`src/rtl/tmds_channel_decoder.sv`:
```
// TMDS channel decoder (receive side, one channel).
// Finds the 10-bit word boundary in an unaligned deserialized stream by hunting for
// control tokens with a bit-slip search, then decodes aligned words to 8-bit pixel
// data or a 2-bit control value.
//
// Ports:
//   iPCLK    pixel clock, rising edge
//   iRESET   asynchronous active-high reset
//   iDATA    raw 10-bit word, bit 0 is the earliest serial bit
//   oDATA    decoded pixel byte (held across control tokens)
//   oCTRL    last decoded control value {C1,C0}
//   oDE      aligned word was a data word while locked
//   oLOCKED  word alignment achieved
//   oSHIFT   current bit-slip offset, 0..9
module tmds_channel_decoder #(
  parameter int unsigned LOCK_TOKENS = 8,
  parameter int unsigned TIMEOUT     = 2048
) (
  input  logic       iPCLK,
  input  logic       iRESET,
  input  logic [9:0] iDATA,
  output logic [7:0] oDATA,
  output logic [1:0] oCTRL,
  output logic       oDE,
  output logic       oLOCKED,
  output logic [3:0] oSHIFT
);

  localparam int unsigned TokW  = $clog2(LOCK_TOKENS + 1);
  localparam int unsigned IdleW = $clog2(TIMEOUT + 1);

  localparam logic [TokW-1:0]  TokLast  = TokW'(LOCK_TOKENS - 1);
  localparam logic [TokW-1:0]  TokMax   = TokW'(LOCK_TOKENS);
  // A data word evaluated with this count would bring the idle count to TIMEOUT-1.
  localparam logic [IdleW-1:0] IdleSlip = IdleW'(TIMEOUT - 2);
  localparam logic [IdleW-1:0] IdleMax  = IdleW'(TIMEOUT);

  typedef enum logic [1:0] {StSearch, StHold, StLocked} state_e;

  state_e           state_q, state_d;
  logic [9:0]       prev_q, cur_q, word_q;
  logic [TokW-1:0]  tok_q, tok_d;
  logic [IdleW-1:0] idle_q, idle_d;
  logic             hold_q, hold_d;
  logic [3:0]       shift_q, shift_d;
  logic [7:0]       data_q, data_d;
  logic [1:0]       ctrl_q, ctrl_d;
  logic             de_q, de_d;

  logic [19:0] stream;
  logic [9:0]  aligned;
  logic        is_tok;
  logic [1:0]  tok_val;
  logic [8:0]  q;
  logic [7:0]  dec;

  assign stream  = {cur_q, prev_q};
  assign aligned = stream[shift_q +: 10];

  always_comb begin
    is_tok  = 1'b1;
    tok_val = 2'b00;
    case (word_q)
      10'b1101010100: tok_val = 2'b00;
      10'b0010101011: tok_val = 2'b01;
      10'b0101010100: tok_val = 2'b10;
      10'b1010101011: tok_val = 2'b11;
      default:        is_tok  = 1'b0;
    endcase
  end

  always_comb begin
    q      = word_q[9] ? {word_q[8], ~word_q[7:0]} : word_q[8:0];
    dec    = '0;
    dec[0] = q[0];
    for (int i = 1; i < 8; i++) begin
      dec[i] = q[8] ? (q[i] ^ q[i-1]) : ~(q[i] ^ q[i-1]);
    end
  end

  // State register (FSM plus datapath registers).
  always_ff @(posedge iPCLK or posedge iRESET) begin
    if (iRESET) begin
      state_q <= StSearch;
      prev_q  <= '0;
      cur_q   <= '0;
      word_q  <= '0;
      tok_q   <= '0;
      idle_q  <= '0;
      hold_q  <= 1'b0;
      shift_q <= '0;
      data_q  <= '0;
      ctrl_q  <= '0;
      de_q    <= 1'b0;
    end else begin
      state_q <= state_d;
      prev_q  <= cur_q;
      cur_q   <= iDATA;
      word_q  <= aligned;
      tok_q   <= tok_d;
      idle_q  <= idle_d;
      hold_q  <= hold_d;
      shift_q <= shift_d;
      data_q  <= data_d;
      ctrl_q  <= ctrl_d;
      de_q    <= de_d;
    end
  end

  // Next-state logic: lock search, timeout slip, hold flush.
  always_comb begin
    state_d = state_q;
    tok_d   = tok_q;
    idle_d  = idle_q;
    hold_d  = hold_q;
    shift_d = shift_q;
    unique case (state_q)
      StHold: begin
        tok_d  = '0;
        idle_d = '0;
        hold_d = 1'b1;
        if (hold_q) begin
          state_d = StSearch;
          hold_d  = 1'b0;
        end
      end
      StSearch, StLocked: begin
        if (is_tok) begin
          // A token always beats a timeout on the same cycle.
          idle_d = '0;
          tok_d  = (tok_q == TokMax) ? tok_q : tok_q + 1'b1;
          if (state_q == StSearch && tok_q == TokLast) begin
            state_d = StLocked;
          end
        end else if (idle_q == IdleSlip) begin
          state_d = StHold;
          hold_d  = 1'b0;
          tok_d   = '0;
          idle_d  = '0;
          shift_d = (shift_q == 4'd9) ? 4'd0 : shift_q + 4'd1;
        end else begin
          tok_d  = '0;
          idle_d = (idle_q == IdleMax) ? idle_q : idle_q + 1'b1;
        end
      end
      default: state_d = StSearch;
    endcase
  end

  // Output-register next values; nothing is evaluated while the pipeline flushes.
  always_comb begin
    data_d = data_q;
    ctrl_d = ctrl_q;
    de_d   = 1'b0;
    if (state_q != StHold) begin
      if (is_tok) begin
        ctrl_d = tok_val;
      end else begin
        data_d = dec;
        de_d   = (state_d == StLocked);
      end
    end
  end

  assign oDATA   = data_q;
  assign oCTRL   = ctrl_q;
  assign oDE     = de_q;
  assign oLOCKED = (state_q == StLocked);
  assign oSHIFT  = shift_q;

endmodule

```
`config.mk`:
```
export PLATFORM = sky130hd
export DESIGN_NAME = tmds_channel_decoder
export DESIGN_NICKNAME = d
export VERILOG_FILES = /design/src/rtl/tmds_channel_decoder.sv
export SDC_FILE = /design/constraint.sdc
export NUM_CORES = 1
export LEC_CHECK = 0
export CELL_PAD_IN_SITES_DETAIL_PLACEMENT = 0
export CELL_PAD_IN_SITES_GLOBAL_PLACEMENT = 2
export CORE_MARGIN = 2
export CORE_UTILIZATION = 39
export CTS_CLUSTER_DIAMETER = 100
export CTS_CLUSTER_SIZE = 16
export DETAILED_ROUTE_END_ITERATION = 16
export DONT_BUFFER_PORTS = 1
export GPL_ROUTABILITY_DRIVEN = 0
export PLACE_DENSITY_LB_ADDON = 0.3
export REMOVE_ABC_BUFFERS = 1
export SLEW_MARGIN = 10
export SYNTH_ARGS = -nofsm -noshare
export SYNTH_HDL_FRONTEND = slang
export SYNTH_SLANG_ARGS = --single-unit
```
`constraint.sdc`:
```
create_clock -name iPCLK -period 5.01 [get_ports iPCLK]
set_input_delay 0.501 -clock iPCLK [delete_from_list [all_inputs] [get_ports iPCLK]]
set_output_delay 0.501 -clock iPCLK [all_outputs]
set_load 0.02 [all_outputs]
```
==> impl_metrics.xml, run 1 <==
<?xml version="1.0" encoding="UTF-8"?>
<metrics>
  <group name="synth">
    <metric name="ys.warnings.count" unit="">0</metric>
    <metric name="synth.ff_latch_count" unit="">64</metric>
    <metric name="number_of_synthesized_flops_with_an_enable_pin" unit="">0</metric>
    <metric name="post-synth-top-count-cell" unit="">dfrtp_1</metric>
    <metric name="synth_flop_cell" unit="">dfrtp_1</metric>
    <metric name="synth_commonest_cells" unit="">dfrtp_1, nor2_1, nand2_1</metric>
    <metric name="synth_top_area_share" unit="%">47.6</metric>
    <metric name="ys_types" unit="">56</metric>
    <metric name="ys_top_cells_by_area" unit="">dfrtp_1, mux4_2, mux2_4</metric>
    <metric name="syn_area_per_cell" unit="sq um">12.0</metric>
    <metric name="synthesis.area" unit="sq mm">0.00337</metric>
    <metric name="syn-instance-count" unit="">281</metric>
    <metric name="synth_sequential_area_ratio" unit="%">47.6</metric>
    <metric name="asyncSetResetFlopFracSynth" unit="%">100</metric>
    <metric name="synth_top_area_cell" unit="">dfrtp_1</metric>
  </group>
  <group name="finish">
    <metric name="fin_nets" unit="">299</metric>
    <metric name="synthToLayoutAreaGrowth" unit="%">7.99</metric>
    <metric name="multiInputGateArea" unit="sq mm">0.00166</metric>
    <metric name="final_layout_size_suffix_gt1_share" unit="%">18.9</metric>
    <metric name="area.sequential" unit="sq mm">0.00160</metric>
    <metric name="antenna_cells" unit="">0</metric>
    <metric name="n_fill_cell" unit="">765</metric>
    <metric name="final_cell_count_no_fill" unit="">391</metric>
  </group>
  <group name="pwr">
    <metric name="power-per-cell-area" unit="mW/mm^2">331</metric>
    <metric name="irDropWorstVdd" unit="uV">127</metric>
    <metric name="finalPower" unit="uW">1200</metric>
    <metric name="power.leakage" unit="uW">0.00153</metric>
  </group>
  <group name="setup_path">
    <metric name="cp.required" unit="ns">5.21</metric>
    <metric name="regToRegSetupSlack" unit="ns">2.74</metric>
    <metric name="critPathMaxStageDelay" unit="ns">1.05</metric>
    <metric name="critPathCapture" unit="">word_q[2]$_DFF_PP0_</metric>
    <metric name="reg_to_reg_startpoint" unit="">oSHIFT[1]$_DFFE_PP0P_</metric>
    <metric name="cell_count_along_the_critical_path" unit="">4</metric>
    <metric name="critical-path-top-delay-family" unit="">flip-flops</metric>
    <metric name="cp.arrival" unit="ns">2.47</metric>
    <metric name="worst_r2r_path_depth" unit="">4</metric>
    <metric name="start_kind" unit="">flip-flop</metric>
    <metric name="crit_path_end_kind" unit="">flip-flop</metric>
    <metric name="critical_path_class" unit="">flip-flop to flip-flop</metric>
    <metric name="critical_path.cell_chain" unit="">mux2_2, nor2_1, a21oi_1, mux4_2</metric>
    <metric name="timing.critical_path.fanout_max" unit="">24</metric>
    <metric name="critical_path.startpoint" unit="">oSHIFT[1]$_DFFE_PP0P_</metric>
    <metric name="critical_path_top_delay_cell" unit="">dfrtp_1</metric>
    <metric name="r2r-end" unit="">word_q[2]$_DFF_PP0_</metric>
    <metric name="cp.buffers_inverters" unit="">0</metric>
  </group>
  <group name="run_status">
    <metric name="outcome" unit="">finished, final reports clean</metric>
  </group>
  <group name="detailed_routing">
    <metric name="vias_per_cell" unit="">5.40</metric>
    <metric name="via_count" unit="">2113</metric>
    <metric name="wire_per_inst" unit="um">16.7</metric>
    <metric name="drcViolationCount" unit="">0</metric>
    <metric name="drt.antenna.violating_nets" unit="">0</metric>
    <metric name="drt_iter0_drc" unit="">77</metric>
    <metric name="finalWirelength" unit="um">6520</metric>
    <metric name="dr.pass1.iters" unit="">4</metric>
  </group>
  <group name="global_route">
    <metric name="global_route.usage.total" unit="%">15.1</metric>
    <metric name="grt_pass1_wl" unit="um">11300</metric>
    <metric name="gr-total-overflow" unit="">0</metric>
    <metric name="grt_start_max_net_pins" unit="">65</metric>
    <metric name="initial_antenna_violation_count" unit="">0</metric>
    <metric name="grt_pass1_vias" unit="">2139</metric>
  </group>
  <group name="clocking">
    <metric name="cts_tree" unit="">done</metric>
    <metric name="clock_tree.htree_level_count" unit="">3</metric>
    <metric name="clock_network_latency_to_the_later_pin_of_the_worst_skew_pair" unit="ns">0.34</metric>
    <metric name="clk_root_buffer_cell" unit="">clkbuf_8</metric>
    <metric name="cts.reportedPaths.clkPinSlew" unit="ns">0.07</metric>
    <metric name="ctsLongestPathBuffers" unit="">2</metric>
    <metric name="cts_resized" unit="">0</metric>
    <metric name="post_cts.repair.setup_buffers" unit="">0</metric>
    <metric name="cts-buffers-inserted" unit="">9</metric>
    <metric name="clock_sink_count" unit="">64</metric>
    <metric name="hold_buffers" unit="">0</metric>
  </group>
  <group name="timing">
    <metric name="timing.clock.skew" unit="ns">0.00756</metric>
    <metric name="highest_attainable_clock_frequency" unit="MHz">440</metric>
    <metric name="report.final.setup_viol" unit="">0</metric>
    <metric name="grt_setup_unrepaired" unit="">no</metric>
    <metric name="layout_min_cycle_time" unit="ns">2.27</metric>
    <metric name="fraction_of_the_cycle_the_final_worst_path_needs" unit="%">45.4</metric>
    <metric name="worst-slew-pin-transition" unit="ns">1.07</metric>
    <metric name="hold_violations" unit="">0</metric>
    <metric name="timing.max_slew.rel_slack" unit="%">28.5</metric>
    <metric name="slew_violations" unit="">0</metric>
    <metric name="final.setup.tns" unit="ns">0</metric>
  </group>
  <group name="place">
    <metric name="port_buffers" unit="">0</metric>
    <metric name="numPlacedInstances" unit="">376</metric>
    <metric name="hpwlAfterDp" unit="um">4440</metric>
  </group>
  <group name="worst_hold_path">
    <metric name="holdCritPathClass" unit="">input pin to flip-flop</metric>
  </group>
  <group name="floorplan">
    <metric name="die_area" unit="sq mm">0.00939</metric>
    <metric name="die_y" unit="um">96.9</metric>
    <metric name="die_width" unit="um">96.9</metric>
    <metric name="core-area" unit="sq mm">0.00830</metric>
    <metric name="num_rows" unit="">33</metric>
    <metric name="top_level_ports" unit="">28</metric>
    <metric name="start_util" unit="%">40.6</metric>
  </group>
  <group name="run">
    <metric name="maxCapViolations" unit="">0</metric>
  </group>
</metrics>
[worst min-delay path by stage]
stage,startpoint,slack (ns),cells after the start,end
finish,iDATA[3],0.19,0,cur_q[3]$_DFF_PP0_
global route,iDATA[3],0.16,0,cur_q[3]$_DFF_PP0_
CTS,iDATA[6],0.17,0,cur_q[6]$_DFF_PP0_
detailed placement,cur_q[7]$_DFF_PP0_,0.39,0,prev_q[7]$_DFF_PP0_
global placement,cur_q[7]$_DFF_PP0_,0.42,0,prev_q[7]$_DFF_PP0_
floorplan,cur_q[7]$_DFF_PP0_,0.37,0,prev_q[7]$_DFF_PP0_
[final cells by class]
type	count	share of cell area (%)
clock inverter	4	1.24
sequential	64	44.1
timing repair buffer	2	0.413
tap	105	3.61
clock buffer	11	3.89
multi-input combinational	194	45.6
inverter	11	1.14
[cells by family after synthesis]
family | after synthesis | synth area share, %
AOI/OAI and AO/OA | 35 | 6.65
muxes | 37 | 18.6
xor gates and xnor gates | 21 | 5.46
and+or+nand+nor | 96 | 16.7
buffers and inverters | 23 | 3.12
adders and majority gates | 5 | 1.86
DFF | 64 | 47.6
[flip-flops by register name, summed over array words and instances, names as in the netlist, 2 cells and up]
register and cells:
prev_q 10, oDATA 8, cur_q 10, idle_q 12
oSHIFT 4, state_q 2, oCTRL 2, tok_q 4
word_q 10
[layout by cell type (no fill, tap or decap), types with 2 or more instances in the layout]
master,netlist,final
o22ai_1,2,2
o21ai_0,7,7
buf_4,0,2
nand2_1,19,19
nand4b_1,2,2
inv_1,10,9
nor2b_1,3,3
nor4_1,2,2
ha_1,5,5
a21oi_1,8,8
clkinv_2,0,3
and2_1,6,6
o21ai_1,2,2
nand4_1,4,4
nand3_1,12,12
dfrtp_1,64,64
nor3b_1,2,2
clkbuf_8,0,10
mux2_4,8,8
and3_1,3,3
mux2_2,2,2
a31oi_1,2,2
a211oi_1,5,5
nand3b_1,2,2
nor2_1,24,24
o2bb2ai_1,2,2
inv_2,1,2
mux4_2,17,17
mux2i_1,9,9
nand2b_1,2,2
xor2_1,8,8
xnor2_1,13,13
[per-layer routing]
layer  global-route usage, %  routed length (um)  vias up
met2                    21.1                2860       51
met3                    3.76                 296       13
met5                       0                   0        -
li1                        -                   -     1016
met1                    21.9                3220     1033
met4                    7.48                 140        0
[power by group]
| group | internal (uW) | switching, uW | leakage [uW] |
|---|---|---|---|
| Combinational | 74.7 | 60.7 | 0.000642 |
| Sequential | 565 | 77.7 | 0.000792 |
| Clock | 238 | 188 | 0.0000989 |
[worst register-to-register path, cell delays in order (launching register included)]
cell	delay, ns
dfrtp_1	1.05
mux2_2	0.45
nor2_1	0.09
a21oi_1	0.06
mux4_2	0.49
[stage by stage]
step / cell area, sq um / util [%] / worst slack [ns] / hold WS (ns)
6_report: 3630 / 43.8 / 2.74 / 0.190
5_1_grt: 3630 / 43.8 / 2.58 / 0.162
4_1_cts: 3630 / 43.8 / 2.74 / 0.172
3_5_place_dp: 3450 / 41.5 / 2.74 / 0.394
3_3_place_gp: 3450 / 41.5 / 2.77 / 0.421
2_1_floorplan: 3300 / - / 2.75 / 0.368
(Power assumes the default switching activity.)
==> inputs of run 2 (changes only) <==
==> constraint.sdc (replaced) <==
create_clock -name iPCLK -period 2.1 [get_ports iPCLK]
set_input_delay 0.21 -clock iPCLK [delete_from_list [all_inputs] [get_ports iPCLK]]
set_output_delay 0.21 -clock iPCLK [all_outputs]
set_load 0.02 [all_outputs]
==> impl_metrics.xml, run 2 (synthesized netlist as in run 1, its figures left out) <==
<?xml version="1.0" encoding="UTF-8"?>
<metrics>
  <group name="run_status">
    <metric name="outcome" unit="">finished, final reports clean</metric>
  </group>
  <group name="setup_path">
    <metric name="crit_path_end_kind" unit="">flip-flop</metric>
    <metric name="start_kind" unit="">flip-flop</metric>
    <metric name="r2r-end" unit="">oDATA[5]$_DFFE_PP0P_</metric>
    <metric name="cp.arrival" unit="ns">2.22</metric>
    <metric name="critical_path_class" unit="">flip-flop to flip-flop</metric>
    <metric name="worst_r2r_path_depth" unit="">5</metric>
    <metric name="timing.critical_path.fanout_max" unit="">8</metric>
    <metric name="reg_to_reg_startpoint" unit="">word_q[7]$_DFF_PP0_</metric>
    <metric name="cp.required" unit="ns">2.32</metric>
    <metric name="regToRegSetupSlack" unit="ns">0.10</metric>
  </group>
  <group name="global_route">
    <metric name="global_route.usage.total" unit="%">15.7</metric>
    <metric name="grt_pass1_wl" unit="um">11900</metric>
    <metric name="initial_antenna_violation_count" unit="">0</metric>
    <metric name="grt_start_max_net_pins" unit="">65</metric>
    <metric name="gr-total-overflow" unit="">0</metric>
    <metric name="grt_pass1_vias" unit="">2356</metric>
  </group>
  <group name="detailed_routing">
    <metric name="finalWirelength" unit="um">6750</metric>
    <metric name="via_count" unit="">2223</metric>
    <metric name="wire_per_inst" unit="um">15.9</metric>
    <metric name="drt.antenna.violating_nets" unit="">0</metric>
    <metric name="drt_iter0_drc" unit="">110</metric>
    <metric name="dr.pass1.iters" unit="">4</metric>
    <metric name="vias_per_cell" unit="">5.24</metric>
    <metric name="drcViolationCount" unit="">0</metric>
  </group>
  <group name="floorplan">
    <metric name="die_width" unit="um">96.9</metric>
    <metric name="start_util" unit="%">40.6</metric>
    <metric name="num_rows" unit="">33</metric>
    <metric name="top_level_ports" unit="">28</metric>
    <metric name="die_y" unit="um">96.9</metric>
    <metric name="die_area" unit="sq mm">0.00939</metric>
    <metric name="core-area" unit="sq mm">0.00830</metric>
  </group>
  <group name="clocking">
    <metric name="clock_network_latency_to_the_later_pin_of_the_worst_skew_pair" unit="ns">0.35</metric>
    <metric name="cts.reportedPaths.clkPinSlew" unit="ns">0.07</metric>
    <metric name="cts_tree" unit="">done</metric>
    <metric name="clk_root_buffer_cell" unit="">clkbuf_8</metric>
    <metric name="ctsLongestPathBuffers" unit="">2</metric>
    <metric name="cts-buffers-inserted" unit="">9</metric>
    <metric name="clock_tree.htree_level_count" unit="">3</metric>
    <metric name="clock_sink_count" unit="">64</metric>
  </group>
  <group name="timing">
    <metric name="worst-slew-pin-transition" unit="ns">0.597</metric>
    <metric name="layout_min_cycle_time" unit="ns">2.00</metric>
    <metric name="timing.clock.skew" unit="ns">0.0146</metric>
    <metric name="highest_attainable_clock_frequency" unit="MHz">500</metric>
    <metric name="grt_setup_unrepaired" unit="">yes</metric>
    <metric name="report.final.setup_viol" unit="">0</metric>
    <metric name="timing.max_slew.rel_slack" unit="%">59.9</metric>
    <metric name="hold_violations" unit="">0</metric>
    <metric name="slew_violations" unit="">0</metric>
    <metric name="fraction_of_the_cycle_the_final_worst_path_needs" unit="%">95.1</metric>
  </group>
  <group name="pwr">
    <metric name="combinationalPowerShare" unit="%">15.4</metric>
    <metric name="p_sw_share" unit="%">27.6</metric>
    <metric name="p_seq_share" unit="%">48.5</metric>
    <metric name="cell_internal_pwr" unit="uW">2200</metric>
    <metric name="irDropWorstVdd" unit="uV">417</metric>
    <metric name="p_switching" unit="uW">840</metric>
    <metric name="power.leakage" unit="uW">0.00171</metric>
    <metric name="power_frac_clock" unit="%">36.1</metric>
    <metric name="power-per-cell-area" unit="mW/mm^2">767</metric>
  </group>
  <group name="finish">
    <metric name="layout.cells.most_common_list" unit="">dfrtp_1, nor2_1, buf_4, nand2_1, mux4_2</metric>
    <metric name="largest_register_ff_count" unit="">12</metric>
    <metric name="antenna_cells" unit="">0</metric>
    <metric name="synthToLayoutAreaGrowth" unit="%">17.9</metric>
    <metric name="final_layout_size_suffix_gt1_share" unit="%">24.5</metric>
    <metric name="final_common_cell" unit="">dfrtp_1</metric>
    <metric name="postLayoutCoreUtil" unit="%">47.8</metric>
    <metric name="largest-register" unit="">idle_q</metric>
    <metric name="final_cell_count_no_fill" unit="">424</metric>
    <metric name="fin_nets" unit="">331</metric>
  </group>
  <group name="place">
    <metric name="numPlacedInstances" unit="">397</metric>
    <metric name="hpwlAfterDp" unit="um">4760</metric>
    <metric name="port_buffers" unit="">0</metric>
  </group>
  <group name="run">
    <metric name="maxCapViolations" unit="">0</metric>
  </group>
  <group name="worst_hold_path">
    <metric name="holdCritPathClass" unit="">input pin to async pin</metric>
  </group>
</metrics>
## run 2: metal layers
metal  wire (um)  global-route usage [%]  share of wire [%]
met2        3070                    23.2                 46
met4         110                    4.88                1.6
met1        3330                    22.5                 49
met5           0                       0                  0
met3         232                    4.19                3.4
## run 2: final cells by class
cell class / instances / area [sq um]
Clock buffer: 11 / 151
Clock inverter: 5 / 55.1
Fill cell: 761 / 4330
Inverter: 11 / 41.3
Multi-Input combinational cell: 194 / 1680
Sequential cell: 64 / 1600
Tap cell: 105 / 131
Timing Repair Buffer: 34 / 308
## run 2: worst max-delay path by stage
stage | slack [ns] | end | cells after the start | from
2_1_floorplan | -0.16 | word_q[4]$_DFF_PP0_ | 2 | oSHIFT[0]$_DFFE_PP0P_
3_3_place_gp | 0.15 | tok_q[1]$_DFFE_PP0P_ | 6 | word_q[4]$_DFF_PP0_
3_5_place_dp | 0.10 | oDATA[2]$_DFFE_PP0P_ | 5 | word_q[7]$_DFF_PP0_
4_1_cts | 0.10 | oDATA[5]$_DFFE_PP0P_ | 5 | word_q[7]$_DFF_PP0_
5_1_grt | -0.004 | tok_q[2]$_DFFE_PP0P_ | 6 | word_q[4]$_DFF_PP0_
6_report | 0.10 | oDATA[5]$_DFFE_PP0P_ | 5 | word_q[7]$_DFF_PP0_
## run 2: critical path, cell delays in order, from the launching register on
cell and delay [ns]:
dfrtp_1 0.41, nand4bb_1 0.25, nor4_4 0.55, or2_4 0.27, nor2_4 0.09, mux2_4 0.31
## run 2: repair_timing
action | 4_1_cts | 5_1_grt
setup endpoints to repair | 0 | 10
endpoints found under the hold margin | 74 | 0
gates resized for setup | 0 | 3
hold buffers | 11 | 0
setup buffers | 0 | 0
## run 2: through the flow
stage          hold WS [ns]  TNS (ns)  worst slack [ns]  power [uW]  instance area [sq um]
3_3_place_gp          0.190         0             0.148        1950                   3630
5_1_grt               0.396  -0.00357          -0.00357        3210                   3970
4_1_cts               0.391         0             0.103        3070                   3950
3_5_place_dp          0.195         0             0.104        1960                   3630
6_report              0.386         0             0.102        3040                   3970
2_1_floorplan         0.241    -0.938            -0.163        1790                   3300
## run 2: power by group through the flow
stage	logic [uW]	registers, uW	clock network (uW)
2_1_floorplan	279	1510	0
3_3_place_gp	451	1500	0
3_5_place_dp	455	1500	0
4_1_cts	475	1480	1120
5_1_grt	533	1490	1180
6_report	469	1480	1100
